==> src/rtl/dmem_arbiter_pkg.sv <==
// Shared types and constants for the two-port data-memory arbiter.
// Holds FSM encodings, default address bound, port indices and the address check.
package dmem_arbiter_pkg;

    typedef enum logic {
        S_IDLE   = 1'b0,
        S_ACCESS = 1'b1
    } state_t;

    localparam int unsigned ADDR_LIMIT_DEFAULT = 1024;

    localparam logic PORT0 = 1'b0;
    localparam logic PORT1 = 1'b1;

    typedef struct packed {
        logic        rw;
        logic [31:0] addr;
        logic [31:0] wd;
    } mreq_t;

    // Word-aligned and strictly below the bound; compared unsigned so 32'hFFFF_FFFC fails.
    function automatic logic addr_ok(input logic [31:0] addr, input logic [31:0] limit);
        return (addr < limit) && (addr[1:0] == 2'b00);
    endfunction

endpackage

==> src/rtl/dmem_arbiter_rr_pick2.sv <==
// Combinational 2-way round-robin picker: a lone eligible port wins,
// on a tie the port that was not served last wins.
module dmem_arbiter_rr_pick2
    import dmem_arbiter_pkg::*;
(
    input  logic [1:0] eligible,
    input  logic       last,
    output logic       gnt_vld,
    output logic       winner
);

    always_comb begin
        gnt_vld = |eligible;
        winner  = PORT0;
        case (eligible)
            2'b01:   winner = PORT0;
            2'b10:   winner = PORT1;
            2'b11:   winner = ~last;
            default: winner = PORT0;
        endcase
    end

endmodule

==> src/rtl/dmem_arbiter.sv <==
// Two-port req/ack arbiter in front of a single-port data memory; one access per grant,
// ACK two cycles after a valid grant, one cycle after a rejected address.
module dmem_arbiter
    import dmem_arbiter_pkg::*;
#(
    parameter int unsigned ADDR_LIMIT = ADDR_LIMIT_DEFAULT
) (
    input  logic        CLK,
    input  logic        RST,
    input  logic        P0_REQ,
    input  logic        P0_RW,
    input  logic [31:0] P0_ADDR,
    input  logic [31:0] P0_WD,
    input  logic        P1_REQ,
    input  logic        P1_RW,
    input  logic [31:0] P1_ADDR,
    input  logic [31:0] P1_WD,
    output logic        P0_ACK,
    output logic        P0_ERR,
    output logic [31:0] P0_RD,
    output logic        P1_ACK,
    output logic        P1_ERR,
    output logic [31:0] P1_RD,
    output logic [31:0] M_ADDR,
    output logic        M_RW,
    output logic [31:0] M_WD,
    input  logic [31:0] M_RD,
    output logic        BUSY
);

    localparam logic [31:0] LIMIT = 32'(ADDR_LIMIT);

    state_t            state_q, state_d;
    logic              last_q, last_d;
    logic              win_q, win_d;
    mreq_t             m_q, m_d;
    logic [1:0]        ack_q, ack_d;
    logic [1:0]        err_q, err_d;
    logic [1:0][31:0]  rd_q, rd_d;

    logic [1:0] eligible;
    logic       gnt_vld;
    logic       winner;
    mreq_t      win_req;

    // A port whose ACK is high this cycle is still holding its finished request.
    assign eligible = {P1_REQ & ~ack_q[1], P0_REQ & ~ack_q[0]};

    dmem_arbiter_rr_pick2 u_pick (
        .eligible (eligible),
        .last     (last_q),
        .gnt_vld  (gnt_vld),
        .winner   (winner)
    );

    assign win_req = (winner == PORT1) ? mreq_t'{rw: P1_RW, addr: P1_ADDR, wd: P1_WD}
                                       : mreq_t'{rw: P0_RW, addr: P0_ADDR, wd: P0_WD};

    always_comb begin
        state_d = state_q;
        last_d  = last_q;
        win_d   = win_q;
        m_d     = m_q;
        ack_d   = '0;
        err_d   = '0;
        rd_d    = rd_q;
        case (state_q)
            S_IDLE: begin
                if (gnt_vld) begin
                    if (addr_ok(win_req.addr, LIMIT)) begin
                        m_d     = win_req;
                        win_d   = winner;
                        state_d = S_ACCESS;
                    end else begin
                        ack_d[winner] = 1'b1;
                        err_d[winner] = 1'b1;
                        last_d        = winner;
                    end
                end
            end
            S_ACCESS: begin
                ack_d[win_q] = 1'b1;
                if (!m_q.rw) begin
                    rd_d[win_q] = M_RD;
                end
                last_d  = win_q;
                m_d     = '0;
                state_d = S_IDLE;
            end
        endcase
    end

    always_ff @(posedge CLK) begin
        if (RST) begin
            state_q <= S_IDLE;
            last_q  <= PORT1;
            win_q   <= PORT0;
            m_q     <= '0;
            ack_q   <= '0;
            err_q   <= '0;
            rd_q    <= '0;
        end else begin
            state_q <= state_d;
            last_q  <= last_d;
            win_q   <= win_d;
            m_q     <= m_d;
            ack_q   <= ack_d;
            err_q   <= err_d;
            rd_q    <= rd_d;
        end
    end

    assign P0_ACK = ack_q[0];
    assign P1_ACK = ack_q[1];
    assign P0_ERR = err_q[0];
    assign P1_ERR = err_q[1];
    assign P0_RD  = rd_q[0];
    assign P1_RD  = rd_q[1];
    assign M_ADDR = m_q.addr;
    assign M_RW   = m_q.rw;
    assign M_WD   = m_q.wd;
    assign BUSY   = (state_q == S_ACCESS);

endmodule

==> config.mk <==
export PLATFORM = sky130hd
export DESIGN_NAME = dmem_arbiter
export DESIGN_NICKNAME = d
export VERILOG_FILES = /design/src/rtl/dmem_arbiter_pkg.sv /design/src/rtl/dmem_arbiter_rr_pick2.sv /design/src/rtl/dmem_arbiter.sv
export SDC_FILE = /design/constraint.sdc
export NUM_CORES = 1
export LEC_CHECK = 0
export ABC_AREA = 1
export CAP_MARGIN = 30
export CORE_AREA = 2 2 116 118
export DETAILED_ROUTE_END_ITERATION = 16
export DIE_AREA = 0 0 118 120
export DONT_BUFFER_PORTS = 1
export PLACE_DENSITY = 0.71
export SLEW_MARGIN = 10
export SYNTH_ARGS = -nofsm -noshare
export SYNTH_HDL_FRONTEND = slang
export SYNTH_SLANG_ARGS = --single-unit
==> constraint.sdc <==
create_clock -name CLK -period 2.3 [get_ports CLK]
set_input_delay 0.46 -clock CLK [delete_from_list [all_inputs] [get_ports CLK]]
set_output_delay 0.46 -clock CLK [all_outputs]
set_load 0.02 [all_outputs]
==> run_results.csv <==
group,metric,value,unit
die,ios,300,
clock_network,cts_tree,"built",
synth,yosys_warnings,0,
synth,synth_cell_types,24,
detailed_routing,first_pass_iters,4,
synth,synth_fp_nets,1024,
grt,grt_pass1_vias,5018,
final_layout,diodes,0,
grt,grt_start_max_net_pins,55,
detailed_routing,finalWirelength,16400,µm
critical_path,path_class,"reg -> reg",
final_layout,layout.nets,1007,
clock_network,h-tree-depth,4,
min_path,min_from,"RST",
placement,place_area,6130,µm²
sta,clock_skew,0.0106,ns
critical_path,endpoint_kind,"register",
critical_path,critPathLaunch,"ack_q[1]",
grt,grt_util_met1,25.0,%
clock_network,clkLatencyLatePin,0.41,ns
final_layout,drive_gt1_share,8.55,%
power_and_ir_drop,p_comb_share,6.9,%
sta,max_clock_freq,0.469,GHz
grt,gr-total-overflow,0,
placement,place_congestion,0.875,
clock_network,clk_pin_slew,0.06,ns
clock_network,cts_hold_buffers,0,
die,core_region_area,13000,µm²
grt,grt_use_met3,10.3,%
final_layout,regArea,2720,µm²
grt,grt_usage,22.5,%
final_layout,syn_to_final_growth,15.2,%
flow_run,cap_viol_max_count,0,
sta,finalCritPeriodShare,92.6,%
power_and_ir_drop,p_sw_share,22.4,%
min_path,min_path_type,"in -> reg",
synth,synth_area,5940,µm²
critical_path,critPathRequiredTime,2.65,ns
detailed_routing,ant_nets,0,
detailed_routing,drtIter0Drc,340,
critical_path,r2r-start,"ack_q[1]",
power_and_ir_drop,p_leak,3.27,nW
detailed_routing,wl_per_cell,15.9,µm
die,die_h,120,µm
synth,ys_ff_latch,136,
sta,slew_viol_final,0,
power_and_ir_drop,p_switching,1.31,mW
sta,tightest_slew,0.518,ns
die,start_util,45.7,%
power_and_ir_drop,powerDensity,857,nW/µm²
grt,antenna_found_initial,0,
sta,fin_setup_tns,0,ns
critical_path,cp-start-kind,"register",
critical_path,worstPathArrival,2.48,ns
final_layout,mostFrequentLayoutCell,"nand2_1",
synth,ys_seq_area_share,45.9,%
sta,hold_viol,0,
detailed_routing,avgViaCountPerCell,5.24,
final_layout,layout_common_cells,"nand2_1, nor2_1, dfxtp_1",
sta,relSlewSlack,65.5,%
grt,grt_pass1_wl,25700,µm
synth,synthCells,858,
run_status,status,"complete, no violations",
power_and_ir_drop,p_int,4.55,mW
power_and_ir_drop,pwr-share-seq,40.5,%
die,die_area,14200,µm²
critical_path,worst-path-max-fanout,24,
sta,period_needed,2.13,ns
final_layout,fillers,1250,
grt,grt_use_met2,37.8,%
placement,io_buffers,0,
clock_network,clock_path_buffers,2,
sta,rsz0062_at_grt,"false",
final_layout,multi_input_area,2750,µm²
final_layout,final_area,6840,µm²
synth,synth_area_per_cell,6.92,µm²
clock_network,cts-buffers-inserted,17,
power_and_ir_drop,vdd_ir_drop_max,565,µV
die,std_cell_rows,42,
detailed_routing,vias,5398,
clock_network,cts_sinks,136,
die,dieWidth,118,µm
grt,grt_busiest_layer,"met2",
sta,setup_viol,0,
placement,detailed_place_hpwl,11400,µm
clock_network,clockRootBuffer,"clkbuf_16",
power_and_ir_drop,clock_power_share,52.6,%
detailed_routing,drc_errors,0,
==> area by class of cell <==
type / instances / share of cell area (%)
clock buffer: 19 / 6.33
clock inverter: 13 / 3.53
inverter: 50 / 2.78
multi-input combinational: 610 / 40.2
sequential: 136 / 39.8
tap: 176 / 3.22
timing repair buffer: 26 / 4.14
==> metrics by stage <==
step	hold slack (ns)	worst slack, ns	instances	power [mW]	utilization, %
3_5_place_dp	0.489	0.0601	996	2.81	47.3
3_3_place_gp	0.477	0.0749	996	2.81	47.3
4_1_cts	0.0948	0.130	1028	5.91	52.5
5_1_grt	0.103	0.000146	1030	6.10	52.7
6_report	0.123	0.169	1030	5.86	52.7
2_1_floorplan	0.447	0.354	858	2.73	-
==> path summary, 6_finish.rpt <==
check,end,slack [ns],cells past startpoint
worst min register to register,win_q,0.50,2
worst max register to register,M_WD[20],0.17,12
worst max-delay path,M_WD[20],0.17,12
worst min-delay path,win_q,0.12,1
==> cells by family (layout without fill, tap and decap cells) <==
family | count (synthesis) | count (layout) | synth area share, %
DFF | 136 | 136 | 45.9
and+or+nand+nor | 542 | 543 | 40.1
buffers and inverters | 113 | 108 | 8.33
AOI/OAI and AO/OA | 67 | 67 | 5.69
==> power groups by stage <==
stage / clock, mW / sequential, mW / combinational (mW)
after floorplan: 0 / 2.43 / 0.302
after global routing: 3.27 / 2.37 / 0.458
after CTS: 3.15 / 2.37 / 0.391
final: 3.08 / 2.37 / 0.403
after detailed placement: 0 / 2.43 / 0.388
after global placement: 0 / 2.43 / 0.385
==> flip-flops by register name, indices dropped and copies added, names as in the netlist <==
name,count
BUSY,1
M_ADDR,32
M_RW,1
M_WD,32
P0_RD,32
P1_RD,32
ack_q,2
err_q,2
last_q,1
win_q,1
==> Yosys cell counts <==
| library cell | number | share of area (%) |
|---|---|---|
| nand2_1 | 248 | 16 |
| nand3_1 | 21 | 1.8 |
| nor3_2 | 1 | 0.17 |
| nand3_4 | 2 | 0.59 |
| o211ai_1 | 1 | 0.13 |
| buf_2 | 8 | 0.67 |
| a21oi_1 | 1 | 0.084 |
| buf_1 | 5 | 0.32 |
| nor3_1 | 2 | 0.17 |
| nand3b_1 | 6 | 0.76 |
| buf_6 | 7 | 1.3 |
| nor2_1 | 172 | 11 |
| nand4_1 | 83 | 8.7 |
| nand2_4 | 1 | 0.19 |
| nor2_4 | 2 | 0.38 |
| nand3_2 | 2 | 0.34 |
| nor2_8 | 1 | 0.34 |
| dfxtp_1 | 136 | 46 |
| clkbuf_1 | 41 | 2.6 |
| o21ai_0 | 65 | 5.5 |
| buf_4 | 2 | 0.25 |
| inv_2 | 2 | 0.13 |
| inv_1 | 48 | 3.0 |
| nor2_2 | 1 | 0.11 |
==> critical path, cell delays in order, from the launching register on <==
cell and delay (ns):
dfxtp_1 0.34, nor2_4 0.29, nand2_4 0.19, nand2_1 0.10
nand2_1 0.05, nor2_1 0.10, nand2_1 0.09, nor2_4 0.19
nand3_4 0.13, nor2_8 0.19, buf_12 0.18, nand4_1 0.11
nand2_1 0.09
==> routing by layer <==
layer / wire length, µm / vias to the layer above
met3: 1510 / 23
met4: 272 / 0
li1: - / 2735
met2: 8010 / 243
met1: 6620 / 2397
met5: 0 / -
==> repair_timing <==
item	in CTS	in global routing
setup buffers	0	1
gates resized for setup	0	1
endpoints found under the setup margin	0	62
Power figures use the tool's default switching activity.
